## src/rtl/avalon_bus_down_sizer.sv

```systemverilog
// Splits one 512-bit wait-state Avalon-MM slave access into four 128-bit pipelined master beats.
// Optional macro DOWNSIZER_SKIP_EMPTY_BEAT_EN: write beats whose byte-enable slice is all-zero are skipped.

module avalon_bus_down_sizer #(
    parameter int ADDR_W = 13
) (
    input  logic              clk,
    input  logic              rstn,
    input  logic [ADDR_W-1:0] SlaveAddr_i,
    input  logic              SlaveRead_i,
    input  logic              SlaveWrite_i,
    input  logic [63:0]       SlaveByteEnable_i,
    input  logic [511:0]      SlaveWriteData_i,
    output logic [511:0]      SlaveReadData_o,
    output logic              SlaveWaitReq_o,
    output logic [63:0]       MasterAddr_o,
    output logic              MasterRead_o,
    output logic              MasterWrite_o,
    output logic [15:0]       MasterByteEnable_o,
    output logic [127:0]      MasterWriteData_o,
    input  logic [127:0]      MasterReadData_i,
    input  logic              MasterReadDataValid_i,
    input  logic              MasterWaitReq_i
);

    typedef enum logic [1:0] {IDLE, ISSUE, WAIT_RD, DONE} state_t;

    state_t            r_state, w_stateNext;
    logic [ADDR_W-1:0] r_addr;
    logic [63:0]       r_be;
    logic [511:0]      r_wd;
    logic              r_isWr;
    logic [1:0]        r_beat, w_beatNext;
    logic [2:0]        r_rdCnt, w_rdCntNext;
    logic [511:0]      r_rdQ, w_rdQNext;
    logic [511:0]      r_rdOut;
    logic              w_load, w_capture, w_accept, w_rdDone;

`ifdef DOWNSIZER_SKIP_EMPTY_BEAT_EN
    logic [2:0] w_firstIdx, w_nextIdx;

    // Returns the lowest beat >= start with a non-empty BE slice, or 4 if none remain.
    function automatic logic [2:0] firstBeat(input logic [63:0] be, input logic [2:0] start);
        logic [2:0] idx;
        idx = 3'd4;
        for (int i = 3; i >= 0; i--) begin
            if (i >= int'(start) && (|be[i*16 +: 16])) idx = 3'(i);
        end
        return idx;
    endfunction

    assign w_firstIdx = firstBeat(SlaveByteEnable_i, 3'd0);
    assign w_nextIdx  = firstBeat(r_be, {1'b0, r_beat} + 3'd1);
`endif

    assign w_accept    = (r_state == ISSUE) && !MasterWaitReq_i;
    assign w_capture   = MasterReadDataValid_i && (r_state == ISSUE || r_state == WAIT_RD)
                         && (r_rdCnt != 3'd4);
    assign w_rdCntNext = r_rdCnt + {2'b00, w_capture};

    always_comb begin
        w_rdQNext = r_rdQ;
        if (w_capture) w_rdQNext[{r_rdCnt[1:0], 7'd0} +: 128] = MasterReadData_i;
    end

    // Read completion uses the post-capture count so the slave is released L+1 cycles after beat 3.
    always_comb begin
        w_stateNext = r_state;
        w_beatNext  = r_beat;
        w_load      = 1'b0;
        w_rdDone    = 1'b0;
        case (r_state)
            IDLE: begin
                if (SlaveWrite_i || SlaveRead_i) begin
                    w_load      = 1'b1;
                    w_stateNext = ISSUE;
                    w_beatNext  = 2'd0;
`ifdef DOWNSIZER_SKIP_EMPTY_BEAT_EN
                    if (SlaveWrite_i) begin
                        if (w_firstIdx[2]) w_stateNext = DONE;
                        else               w_beatNext  = w_firstIdx[1:0];
                    end
`endif
                end
            end
            ISSUE: begin
                if (w_accept) begin
                    if (r_isWr) begin
`ifdef DOWNSIZER_SKIP_EMPTY_BEAT_EN
                        if (w_nextIdx[2]) w_stateNext = DONE;
                        else              w_beatNext  = w_nextIdx[1:0];
`else
                        if (r_beat == 2'd3) w_stateNext = DONE;
                        else                w_beatNext  = r_beat + 2'd1;
`endif
                    end else if (r_beat == 2'd3) begin
                        w_rdDone    = (w_rdCntNext == 3'd4);
                        w_stateNext = w_rdDone ? DONE : WAIT_RD;
                    end else begin
                        w_beatNext = r_beat + 2'd1;
                    end
                end
            end
            WAIT_RD: begin
                if (w_rdCntNext == 3'd4) begin
                    w_rdDone    = 1'b1;
                    w_stateNext = DONE;
                end
            end
            DONE:    w_stateNext = IDLE;
            default: w_stateNext = IDLE;
        endcase
    end

    always_ff @(posedge clk or negedge rstn) begin
        if (!rstn) r_state <= IDLE;
        else       r_state <= w_stateNext;
    end

    // r_rdOut is only refreshed when a read completes, so it holds across writes.
    always_ff @(posedge clk or negedge rstn) begin
        if (!rstn) begin
            r_addr  <= '0;
            r_be    <= '0;
            r_wd    <= '0;
            r_isWr  <= 1'b0;
            r_beat  <= 2'd0;
            r_rdCnt <= 3'd0;
            r_rdQ   <= '0;
            r_rdOut <= '0;
        end else begin
            r_beat  <= w_beatNext;
            r_rdCnt <= w_load ? 3'd0 : w_rdCntNext;
            r_rdQ   <= w_rdQNext;
            if (w_load) begin
                r_addr <= SlaveAddr_i;
                r_be   <= SlaveByteEnable_i;
                r_wd   <= SlaveWriteData_i;
                r_isWr <= SlaveWrite_i;
            end
            if (w_rdDone) r_rdOut <= w_rdQNext;
        end
    end

    assign SlaveWaitReq_o     = (r_state != DONE);
    assign SlaveReadData_o    = r_rdOut;
    assign MasterRead_o       = (r_state == ISSUE) && !r_isWr;
    assign MasterWrite_o      = (r_state == ISSUE) && r_isWr;
    assign MasterAddr_o       = {{(62-ADDR_W){1'b0}}, r_addr, r_beat};
    assign MasterByteEnable_o = r_be[{r_beat, 4'd0} +: 16];
    assign MasterWriteData_o  = r_wd[{r_beat, 7'd0} +: 128];

endmodule
```

## config.mk

```make
export PLATFORM = sky130hd
export DESIGN_NAME = avalon_bus_down_sizer
export DESIGN_NICKNAME = d
export VERILOG_FILES = /design/src/rtl/avalon_bus_down_sizer.sv
export SDC_FILE = /design/constraint.sdc
export NUM_CORES = 2
export LEC_CHECK = 0
export ABC_AREA = 1
export CORE_AREA = 2 2 558 560
export CTS_CLUSTER_SIZE = 28
export DETAILED_ROUTE_END_ITERATION = 10
export DIE_AREA = 0 0 560 562
export HOLD_SLACK_MARGIN = 0.05
export SLEW_MARGIN = 40
export SYNTH_ARGS = -nofsm -noshare
export SYNTH_HDL_FRONTEND = slang
export SYNTH_SLANG_ARGS = --single-unit
```

## constraint.sdc

```tcl
create_clock -name clk -period 4.7 [get_ports clk]
set_clock_uncertainty 0.05 [all_clocks]
set_input_delay 0.47 -clock clk [delete_from_list [all_inputs] [get_ports clk]]
set_output_delay 0.47 -clock clk [all_outputs]
set_load 0.005 [all_outputs]
```

* Word-level counts from Yosys, hierarchy flattened
Cells that the tools add are included.
** Word-level totals
- Flip-flop bits (word level) :: 1621
- Input bits :: 723
- Logic and storage cells :: 63
** Operators by class
- Add/sub/neg operators :: 3
- Equality and inequality tests :: 12
- Shifts and indexed selects :: 4
- Multiplexer cells :: 22
- Reduce and logical (&&, ||, !) cells :: 13
** Operator list (count)
- bitwise mux 512 bit :: 1
- 2-to-1 mux 512 bit :: 1
- variable shift 128 x 11 -> 512 bit, first input constant :: 1
- indexed part select 128 x 11 -> 512 bit :: 1
- indexed part select 512 x 10 -> 128 bit :: 1
- indexed part select 64 x 7 -> 16 bit :: 1
- 2-to-1 mux 2 bit :: 9
- negation 9 -> 11 bit :: 1
- inequality test 2 bit, second input constant :: 4
- one-hot mux 2 bit (4 select lines) :: 1
- AND reduction 4 bit :: 2
- 2-to-1 mux 1 bit :: 7
- equality test 2 bit, second input constant :: 3
- logical AND 1 bit :: 5
- inequality test 2 x 1 -> 1 bit, second input constant :: 2
- one-hot mux 2 bit (2 select lines) :: 1
- adder 3 x 1 -> 3 bit :: 1
- equality test 3 bit, second input constant :: 1
- 2-to-1 mux 3 bit :: 1
- inequality test 3 bit, second input constant :: 1
- adder 2 x 1 -> 2 bit, second input constant :: 1
- equality test 2 x 1 -> 1 bit, second input constant :: 1
- logical NOT 1 bit :: 2
- logical NOT 2 bit :: 1
- other kinds (3) :: 4

* Longest topological paths before layout
- Word-level depth :: 11
- Gate-level depth with buffers :: 19
- Depth with buffers taken out :: 15

* Worst setup path after synthesis
Ideal clock, no wire load.
- Path type :: register to register
- Start :: reg r_rdCnt[0]
- End :: reg r_rdOut[130], in the netlist SlaveReadData_o[130]
- Library setup time :: 0.117 ns
- Data arrival time :: 2.647 ns
- Data required time :: 4.533 ns
- Slack :: 1.886 ns
- Cell stages (with the launch flop) :: 18
- Cells stage by stage :: dfrtp_1 buf_2 buf_2 inv_1 ha_1 nand2_1 nand3_1 inv_1 ha_1 ha_1 nor2_1 nand3_1 nor2_1 nand2_2 clkbuf_1 clkbuf_1 nand2_1 nand2_1
** Between the ends
- Cells in the longest elaborated chain, start to end :: 8
- Elaborated cells between the ends (all ways) :: 14
- Classes of those cells :: 2 x add/sub; 2 x eq/ne; 2 x shift; 7 x mux; 1 x reduce/logical
** Ends and longest elaborated chain
- start: declaration :: RTL line 34 : logic [2:0] r_rdCnt, w_rdCntNext;
- start signal: assignment :: RTL line 133 : r_rdCnt <= w_load ? 3'd0 : w_rdCntNext;
- branches (longest 8 deep; another with negation 9 -> 11 bit)
- end signal: assignment :: RTL line 141 : if (w_rdDone) r_rdOut <= w_rdQNext;
- end: declaration :: RTL line 36 : logic [511:0] r_rdOut;
Parallel ways; which one is timed is not known.
A chain may end at the register's enable or synchronous reset.

* Final worst setup path
- Start :: reg r_beat[0]
- End :: out MasterWriteData_o[89]
** Between the ends
- Cells in the longest elaborated chain, start to end :: 1
** Ends and longest elaborated chain
- start: declaration :: RTL line 33 : logic [1:0] r_beat, w_beatNext;
- start signal: assignment :: RTL line 132 : r_beat <= w_beatNext;
- indexed part select 512 x 10 -> 128 bit :: RTL line 151 : assign MasterWriteData_o = r_wd[{r_beat, 7'd0} +: 128];
- end: declaration :: RTL line 20 : output logic [127:0] MasterWriteData_o,
Every way passes these cells.

==> results.md <==
- Worst Setup Path Type: reg2out
- Global-route usage over all layers: 18.0%
- Layout cells sized above 1: 5.34%
- Required time of the critical path: 4.18 ns
- Clk_lat worst skew: 0.86 ns
- Minimum clock period: 4.36 ns
- Slowest stage delay, CP: 0.72 ns
- Max clock buf depth: 4
- CTS sink cnt: 1,621
- Via Count: 59,300
- Most common flop cell mapped by yosys: dfrtp_1
- Tot Pwr: 55.5 mW
- Area growth syn-to-layout: 40.8%
- H-tree Lvls: 4
- Max Freq: 229 MHz
- Type of element capturing the critical path: output port
- Data arrival, critical path: 3.84 ns
- Period utilisation layout: 92.8%
- Worst-Margin Slew: 0.826 ns
- Hold slack: 0.139 ns
- Final setup violating endpoints: 0
- Post-DP HPWL: 213,000 um
- CTS root buf: clkbuf_16
- FF+latch area: 40,600 um2
- Num CTS Buffers: 186
- Row cnt: 204
- Chip height: 562 um
- Sequential fraction of the synthesis area: 61.2%
- Area of the die: 315,000 um2
- Crit-path cells: inv_8 > buf_4 > o21ai_0 > o22ai_1 > clkdlybuf4s50_1
- Largest net degree at the start of global routing: 143
- Clk pwr share: 28.0%
- Slowest stage cell, crit path: clkdlybuf4s50_1
- Core area: 308,000 um2
- Initial antenna violation count: 114
- Max IR drop VDD: 0.448 mV
- Fillers: 32,700
- CP Max Fanout: 36
- Synth area leader: dfrtp_1
- DRC errors left: 0
- Slew HR: 44.9%
- Drt wl/cell: 21.6 um
- Design area: 93,300 um2
- Pre-Repair DR Iteration Count: 5
- Area occupied by multi-input gates: 23,200 um2
- Ports: 1,446
- GR Overflow Total: 0
- Switching part of the total power: 37.3%
- Worst-path clk slew: 0.06 ns
- Async SR Flop Fraction: 100%
- Syn. warnings: 0
- Avg Cell Area, Syn: 8.44 um2
- Combinational power share: 34.5%
- R2r setup slk: 0.87 ns
- NumNets Final: 9,977
- DP Cell Count: 13,000
- Layout Cells excl Fill: 13,600
- Crit-path leading delay family: buffers and inverters
- Worst setup SP type: flop
- Reg2reg path depth: 15
- Post-DP Area: 85,000 um2
- Number of synthesized flops with an enable pin: 0
- Synth Cell Area: 66,300 um2
- Synth top area cells: dfrtp_1 (61%), nand2_1 (23%), o21ai_0 (5.3%)
- Vias in the first global route: 58,200
- Fin util: 30.3%
- Leak: 44.1 nW
- Most frequent cells in the layout: nand2_1 (4,086), dfrtp_1 (1,618), clkdlybuf4s50_1 (1,395), o21ai_0 (689), nor2_1 (295)
- Setup TNS: 0 ns
- Count of cell types in the netlist: 23
- Synth Register Bits: 1,621
- PnR worst setup slack: 0.338 ns
- CTS tree: done
- Initial core utilization: 21.5%
- Reg-to-reg endpoint: SlaveReadData_o[54]
- Crit path buffers/inverters: 3
- Max-cap violations: 0
- Buffers on Ports: 1,396
- RePlAce Congestion: 0.924
- Final Hold Fails: 0
- Most common cell after layout, fill and taps aside: nand2_1
- P_int: 34.8 mW
- Starting DRC count in detailed routing: 5,412
- Hold-critical path endpoint: r_wd[488]
- Worst r2r src: r_rdCnt[0]
- Top-area cell type share of the netlist area: 61.2%
- Net switching power: 20.7 mW
- Max-slew violation count: 0
- Die Wd: 560 um
- Sequential power share: 37.4%
- WHS Path Cells: 3
- Routed Antenna Nets: 0
- Final wirelength: 292,000 um
- Hold/Removal Path Class: in2reg
- First-pass GRT wire length: 418,000 um
- Status: complete, no violations
- Worst min-delay path startpoint: SlaveWriteData_i[488]
- RSZ-0062 raised after global routing: false
- Pwr per Cell Area: 594 nW/um2
- Place WS: 0.781 ns
- Vias per Instance: 4.37
- Synthesized instance count: 7,850
synth_stat cells (3+ instances only):
master / count
nand2_1: 4086
dfrtp_1: 1621
o21ai_0: 696
clkbuf_1: 331
nor2_1: 297
nand3_1: 267
buf_2: 177
o22ai_1: 144
o21ai_1: 109
buf_4: 51
inv_1: 20
buf_1: 12
buf_6: 12
ha_1: 11
inv_2: 3
cell type report:
class	instances	share of cell area, %
sequential	1621	43.5
multi-input combinational	5669	24.8
timing repair buffer	1740	18.9
clock buffer	277	5.90
tap	4120	5.52
clock inverter	66	1.10
inverter	25	0.135
antenna	47	0.126
power by group through the flow:
stage               Sequential [mW]  Clock (mW)  Combinational, mW
finish                         20.8        15.5               19.1
global route                   21.2        16.5               21.2
CTS                            20.7        15.9               19.3
detailed placement             20.9           0               19.0
global placement               20.8           0               18.8
floorplan                      20.2           0               9.52
registers in the layout (all words and copies together), names as in the netlist:
register	count
r_rdCnt	3
r_beat	2
r_rdQ	512
r_state	2
r_be	64
r_isWr	1
r_addr	13
r_wd	512
SlaveReadData_o	512
tightest hold or removal path: stages:
cell and delay [ns]:
clkdlybuf4s50_1 0.40, nand2_1 0.08, nand2_1 0.05
metal layers:
metal	share of wire, %	track usage (%)
met2	47	29.3
met5	0.11	0
met4	4.6	8.09
met3	8.9	5.74
met1	39	21.5
cell families after synthesis:
kind of cell	Yosys count	share of synthesized area [%]
AOI/OAI and AO/OA	951	7.45
adders and majority gates	11	0.208
buffers and inverters	608	4.20
DFF	1621	61.2
other	1	0.00566
and+or+nand+nor	4658	26.9
worst max-delay path by stage:
stage | from | endpoint | cells past startpoint
after global routing | r_beat[0] | MasterWriteData_o[89] | 5
after floorplan | r_rdCnt[0] | SlaveReadData_o[130] | 17
after CTS | r_beat[1] | MasterWriteData_o[60] | 5
final | r_beat[0] | MasterWriteData_o[89] | 5
after detailed placement | MasterReadDataValid_i | SlaveReadData_o[278] | 13
after global placement | MasterReadDataValid_i | SlaveReadData_o[256] | 13
repair_timing:
action,in CTS,in global routing
setup buffers,0,0
endpoints found under the hold margin,278,1
hold buffers,162,1
gates resized for setup,0,0
(Power assumes the default switching activity.)
